File: src/rtl/gps_corr_pkg.sv
// Shared types for the early/punctual/late GPS correlator: FSM states and the
// dump record carried from the three accumulator arms to the output registers.
package gps_corr_pkg;

    // Width of each dump field; the correlator's ACC_W must match it.
    localparam int DUMP_W = 16;

    typedef enum logic {
        IDLE  = 1'b0,
        ACCUM = 1'b1
    } corr_state_t;

    typedef struct packed {
        logic signed [DUMP_W-1:0] e;
        logic signed [DUMP_W-1:0] p;
        logic signed [DUMP_W-1:0] l;
    } dump_t;

endpackage

File: src/rtl/corr_arm.sv
// One correlator arm: bipolar chip multiply (0 -> +sample, 1 -> -sample) and a
// signed accumulator. sum is the running total including this cycle's sample.
module corr_arm #(
    parameter int SAMPLE_W = 4,
    parameter int ACC_W    = 16
) (
    input  logic                       clk,
    input  logic                       rst_n,
    input  logic                       clear,
    input  logic                       load,
    input  logic                       add,
    input  logic                       chip,
    input  logic signed [SAMPLE_W-1:0] sample,
    output logic signed [ACC_W-1:0]    sum
);

    logic signed [ACC_W-1:0] acc;
    logic signed [ACC_W-1:0] sample_ext;
    logic signed [ACC_W-1:0] term;

    assign sample_ext = {{(ACC_W - SAMPLE_W){sample[SAMPLE_W-1]}}, sample};
    assign term       = chip ? -sample_ext : sample_ext;
    assign sum        = acc + term;

    // load starts a fresh epoch with this sample as sample 0; clear wins over both.
    // NOTE: state registers use non-blocking assignments so every flop samples pre-edge values.
    always_ff @(posedge clk or negedge rst_n) begin
        if (!rst_n) begin
            acc <= '0;
        end else if (clear) begin
            acc <= '0;
        end else if (load) begin
            acc <= term;
        end else if (add) begin
            acc <= sum;
        end
    end

endmodule

File: src/rtl/epl_correlator.sv
// Early/punctual/late correlator: integrates EPOCH_SAMPLES accepted samples per
// epoch into three arms and presents the sums through a valid/ready dump register.
module epl_correlator
    import gps_corr_pkg::*;
#(
    parameter int SAMPLE_W      = 4,
    parameter int ACC_W         = 16,
    parameter int EPOCH_SAMPLES = 2046
) (
    input  logic                       clk,
    input  logic                       rst_n,
    input  logic                       enable,
    input  logic                       epoch_sync,
    input  logic                       sample_valid,
    input  logic signed [SAMPLE_W-1:0] sample_in,
    input  logic                       chip_e,
    input  logic                       chip_p,
    input  logic                       chip_l,
    output logic signed [ACC_W-1:0]    dump_e,
    output logic signed [ACC_W-1:0]    dump_p,
    output logic signed [ACC_W-1:0]    dump_l,
    output logic                       dump_valid,
    input  logic                       dump_ready,
    output logic                       dump_lost
);

    localparam int              CNT_W = $clog2(EPOCH_SAMPLES);
    localparam logic [CNT_W-1:0] LAST = CNT_W'(EPOCH_SAMPLES - 1);

    corr_state_t             state;
    logic [CNT_W-1:0]        cnt;
    dump_t                   dump_q;
    logic                    arm_clear, arm_load, arm_add, epoch_end;
    logic signed [ACC_W-1:0] sum_e, sum_p, sum_l;

    // NOTE: every signal written here gets a default first, so no latch is inferred.
    always_comb begin
        arm_clear = 1'b0;
        arm_load  = 1'b0;
        arm_add   = 1'b0;
        epoch_end = 1'b0;
        case (state)
            IDLE:  arm_load = enable && sample_valid && epoch_sync;
            ACCUM: begin
                if (!enable) begin
                    arm_clear = 1'b1;
                end else if (sample_valid) begin
                    if (epoch_sync) begin
                        arm_load = 1'b1;
                    end else if (cnt == LAST) begin
                        epoch_end = 1'b1;
                        arm_clear = 1'b1;
                    end else begin
                        arm_add = 1'b1;
                    end
                end
            end
            default: ;
        endcase
    end

    corr_arm #(.SAMPLE_W(SAMPLE_W), .ACC_W(ACC_W)) u_arm_e (
        .clk(clk), .rst_n(rst_n), .clear(arm_clear), .load(arm_load), .add(arm_add),
        .chip(chip_e), .sample(sample_in), .sum(sum_e)
    );
    corr_arm #(.SAMPLE_W(SAMPLE_W), .ACC_W(ACC_W)) u_arm_p (
        .clk(clk), .rst_n(rst_n), .clear(arm_clear), .load(arm_load), .add(arm_add),
        .chip(chip_p), .sample(sample_in), .sum(sum_p)
    );
    corr_arm #(.SAMPLE_W(SAMPLE_W), .ACC_W(ACC_W)) u_arm_l (
        .clk(clk), .rst_n(rst_n), .clear(arm_clear), .load(arm_load), .add(arm_add),
        .chip(chip_l), .sample(sample_in), .sum(sum_l)
    );

    always_ff @(posedge clk or negedge rst_n) begin
        if (!rst_n) begin
            state <= IDLE;
            cnt   <= '0;
        end else begin
            case (state)
                IDLE: if (arm_load) begin
                    state <= ACCUM;
                    cnt   <= CNT_W'(1);
                end
                ACCUM: begin
                    if (!enable) begin
                        state <= IDLE;
                        cnt   <= '0;
                    end else if (arm_load) begin
                        cnt <= CNT_W'(1);
                    end else if (epoch_end) begin
                        cnt <= '0;
                    end else if (arm_add) begin
                        cnt <= cnt + CNT_W'(1);
                    end
                end
                default: state <= IDLE;
            endcase
        end
    end

    // A new dump always loads; it counts as lost only if the old one was not taken this cycle.
    always_ff @(posedge clk or negedge rst_n) begin
        if (!rst_n) begin
            dump_q     <= '0;
            dump_valid <= 1'b0;
            dump_lost  <= 1'b0;
        end else if (epoch_end) begin
            dump_q     <= '{e: sum_e, p: sum_p, l: sum_l};
            dump_valid <= 1'b1;
            if (dump_valid && !dump_ready) begin
                dump_lost <= 1'b1;
            end
        end else if (dump_valid && dump_ready) begin
            dump_valid <= 1'b0;
        end
    end

    assign dump_e = dump_q.e;
    assign dump_p = dump_q.p;
    assign dump_l = dump_q.l;

endmodule
File: config.mk
export PLATFORM = sky130hd
export DESIGN_NAME = epl_correlator
export DESIGN_NICKNAME = d
export VERILOG_FILES = /design/src/rtl/gps_corr_pkg.sv /design/src/rtl/corr_arm.sv /design/src/rtl/epl_correlator.sv
export SDC_FILE = /design/constraint.sdc
export NUM_CORES = 1
export LEC_CHECK = 0
export ABC_CLOCK_PERIOD_IN_PS = 2400
export BUFFER_PORTS_ARGS = -buffer_cell sky130_fd_sc_hd__buf_4
export CORE_ASPECT_RATIO = 0.7
export CORE_MARGIN = 2
export CORE_UTILIZATION = 35
export DETAILED_ROUTE_END_ITERATION = 7
export GPL_ROUTABILITY_DRIVEN = 0
export HOLD_SLACK_MARGIN = 0.12
export PLACE_DENSITY = 0.62
export SLEW_MARGIN = 5
export SYNTH_ARGS = -nofsm -noshare
export SYNTH_HDL_FRONTEND = slang
export SYNTH_SLANG_ARGS = --single-unit
File: constraint.sdc
create_clock -name clk -period 2.4 [get_ports clk]
set_clock_uncertainty 0.15 [all_clocks]
set_input_delay 0.48 -clock clk [delete_from_list [all_inputs] [get_ports clk]]
set_output_delay 0.48 -clock clk [all_outputs]
set_load 0.01 [all_outputs]
==> results.toml <==
[setup_path]
required_ns = 2.51
setup.worst_path.end_class = "register"
arrival_ns = 3.34
critPathKind = "input port to register"
path_max_fanout = 3
cp-start-kind = "input port"

[floorplan]
initial_core_util = 0.3606
ios = 63
die_w_um = 171.6
core_um2 = 19080
die_y_um = 121.3
die-area_um2 = 20810
row_count = 42

[sta]
setup_viol = 71
slew_headroom = 0.6930
holdWs_ns = 0.1367
fin_crit_ns = 3.235
period_share = 1.348
finalHoldViolCount = 0
achievable-frequency_mhz = 309.2
worst-slew-pin-transition_ns = 0.4605
drv_slew = 0
postLayoutSetupSlackWorst_ns = -0.8345
rsz0062_at_grt = "yes"

[worst_hold_path]
min-delay-path-class = "input port to register"

[synth]
syn_avg_cell_area_um2 = 9.099
seq_area_frac_synth = 0.4001
syn_area_um2 = 6879
synth_edf_count = 0
synthDistinctLibCells = 53
yosys_register_bits = 110
synth_async_sr_flop_share = 1.000
syn_nets = 823
synthFlopType = "dfrtp_1"
syn_inst = 756
yosys_warnings = 0

[finish]
fin_nets = 1048
layout_common_cells = "228 x buf_4, 126 x nand2_1, 110 x dfrtp_1, 65 x nor2_1, 39 x ha_1"
postLayoutCoreUtil = 0.5174
layout_commonest_cell = "buf_4"
stdcell_area_um2 = 9869
fin_cells = 1250
n_antenna_cell = 0
area_growth_pct = 43.47
drive_gt1_frac = 0.3783

[global_route]
grt_pass1_vias = 6240
grt_pass1_wl_um = 32600
grt_usage = 0.2011
grt.overflow.total = 0
antenna_found_initial = 0
grt_max_degree = 46

[place]
hpwlAfterDp_um = 14580
dpl_cell_area_um2 = 9111
place_ws_ns = -1.207
dp_cells = 1222
portBuffers = 62

[route]
firstDrtPassIters = 5
wl_per_cell_um = 16.14
vias_per_cell = 5.190
drt-initial-drc-count = 385
wl_um = 20170
routed-via-count = 6487
postRouteAntennaNets = 0
drcViolationCount = 0

[power_and_ir_drop]
p_sw_frac = 0.3561
seq_power_share = 0.314
clkPwrFrac = 0.215
powerDensity_nw_per_um2 = 695.8
power.share.combinational = 0.471
vdd_drop_max_mv = 0.3497
p_switching_mw = 2.445
internal-power_mw = 4.421
p_leak_nw = 4.848

[outcome]
violations = "setup timing"
status = "complete, but fails checks"

[clocking]
clock_latency_ns = 0.37
clockRootBuffer = "clkbuf_16"
cts_max_path_buffers = 2
htreeDepth = 3
cts_inserted_buffers = 9
clock-sinks = 110
cts_tree = "yes"
clk_pin_slew_ns = 0.07

[flow_run]
maxCapViolCount = 0
## per-stage QoR
stage          setup TNS, ns  power, mW
6_report              -35.11      6.867
2_1_floorplan         -35.85      3.754
5_1_grt               -43.81      7.276
4_1_cts               -33.60      6.719
3_5_place_dp          -66.86      5.001
3_3_place_gp          -63.90      4.969
## final cells by class
type | count | area [µm²]
inverters | 31 | 116.4
clock buffers | 10 | 229.0
well taps | 264 | 330.3
multi-input cells | 589 | 4506
fillers | 1741 | 9206
repair buffers | 240 | 1889
flip-flops and latches | 110 | 2753
clock inverters | 6 | 46.29
## cell usage after synthesis, drive strengths merged, types with 4 or more instances
| cell type | count | area, µm² |
|---|---|---|
| a211oi | 13 | 102.6 |
| a221oi | 15 | 131.4 |
| inv | 31 | 116.4 |
| nand3 | 9 | 45.04 |
| or3 | 7 | 43.79 |
| ha | 51 | 638.1 |
| o21a | 12 | 90.09 |
| xor2 | 16 | 140.1 |
| a21oi | 42 | 210.2 |
| buf | 4 | 20.02 |
| o31a | 4 | 35.03 |
| a221o | 20 | 200.2 |
| a22oi | 5 | 37.54 |
| nand2b | 9 | 56.30 |
| nor2b | 7 | 43.79 |
| a21o | 9 | 68.82 |
| o22ai | 5 | 31.28 |
| nor2 | 72 | 270.3 |
| or2 | 4 | 25.02 |
| a31oi | 5 | 31.28 |
| dfrtp | 110 | 2753 |
| o21ai | 57 | 285.3 |
| clkbuf | 22 | 82.58 |
| nand4 | 6 | 37.54 |
| a21boi | 4 | 30.03 |
| xnor2 | 31 | 271.5 |
| o221ai | 4 | 47.55 |
| nand2 | 128 | 480.5 |
| mux2 | 17 | 191.4 |
## final timing paths
| path | startpoint | slack (ns) | cells past startpoint | end |
|---|---|---|---|---|
| setup / recovery | sample_in[1] | -0.83 | 13 | u_arm_p.acc[15] |
| setup reg to reg | u_arm_l.acc[0] | -0.28 | 9 | u_arm_l.acc[8] |
| min in group asynchronous | rst_n | 0.42 | 2 | dump_valid |
| hold / removal | dump_ready | 0.14 | 2 | dump_lost |
| hold reg to reg | dump_lost | 0.32 | 2 | dump_lost |
| max in group asynchronous | rst_n | 1.08 | 3 | u_arm_l.acc[13] |
## sequential cells by signal, indices dropped and copies added (netlist names)
signal / flops
dump_e: 16
dump_l: 16
dump_p: 16
u_arm_e.acc: 16
u_arm_l.acc: 16
u_arm_p.acc: 16
cnt: 11
dump_lost: 1
dump_valid: 1
state: 1
## power by group through the flow
stage          combinational [mW]  clock, mW  sequential [mW]
2_1_floorplan                1.61          0             2.15
3_3_place_gp                 2.79          0             2.18
3_5_place_dp                 2.82          0             2.18
4_1_cts                      3.06       1.51             2.15
5_1_grt                      3.52       1.58             2.17
6_report                     3.24       1.48             2.16
## cells by family (layout without fill, tap and decap cells)
logic type      Yosys count  count (layout)  synth area share
simple gates            253             253            0.1564
compound gates          216             216            0.2195
flops                   110             110            0.4001
buf+inv                  57             287           0.03183
fa+ha+maj                54              54            0.1015
xor+xnor                 47              47           0.05984
mux                      19              19           0.03074
## timing repair
action,in CTS,in global routing
resized for setup,47,29
setup buffers,6,6
setup endpoints to repair,74,75
gates cloned,0,0
hold buffers,1,0
pin swaps,13,15
endpoints found under the hold margin,25,0
## metal layers
layer	share of wire	GRT usage	wire length, µm
met1	0.50	0.2911	10110
met2	0.44	0.3080	8786
met3	0.053	0.04240	1077
met4	0.0097	0.04449	196
met5	0	0	0
## worst max-delay path, cell delays in order
cell	delay [ns]
buf_6	0.09
or3_4	0.39
nand2b_4	0.16
ha_4	0.30
o21ai_4	0.08
ha_4	0.17
a211oi_2	0.19
nor2_2	0.09
o41ai_4	0.26
or4b_4	0.53
o221ai_4	0.21
xnor2_2	0.08
a221o_1	0.31
No activity file was read; power rests on OpenSTA's default activity.
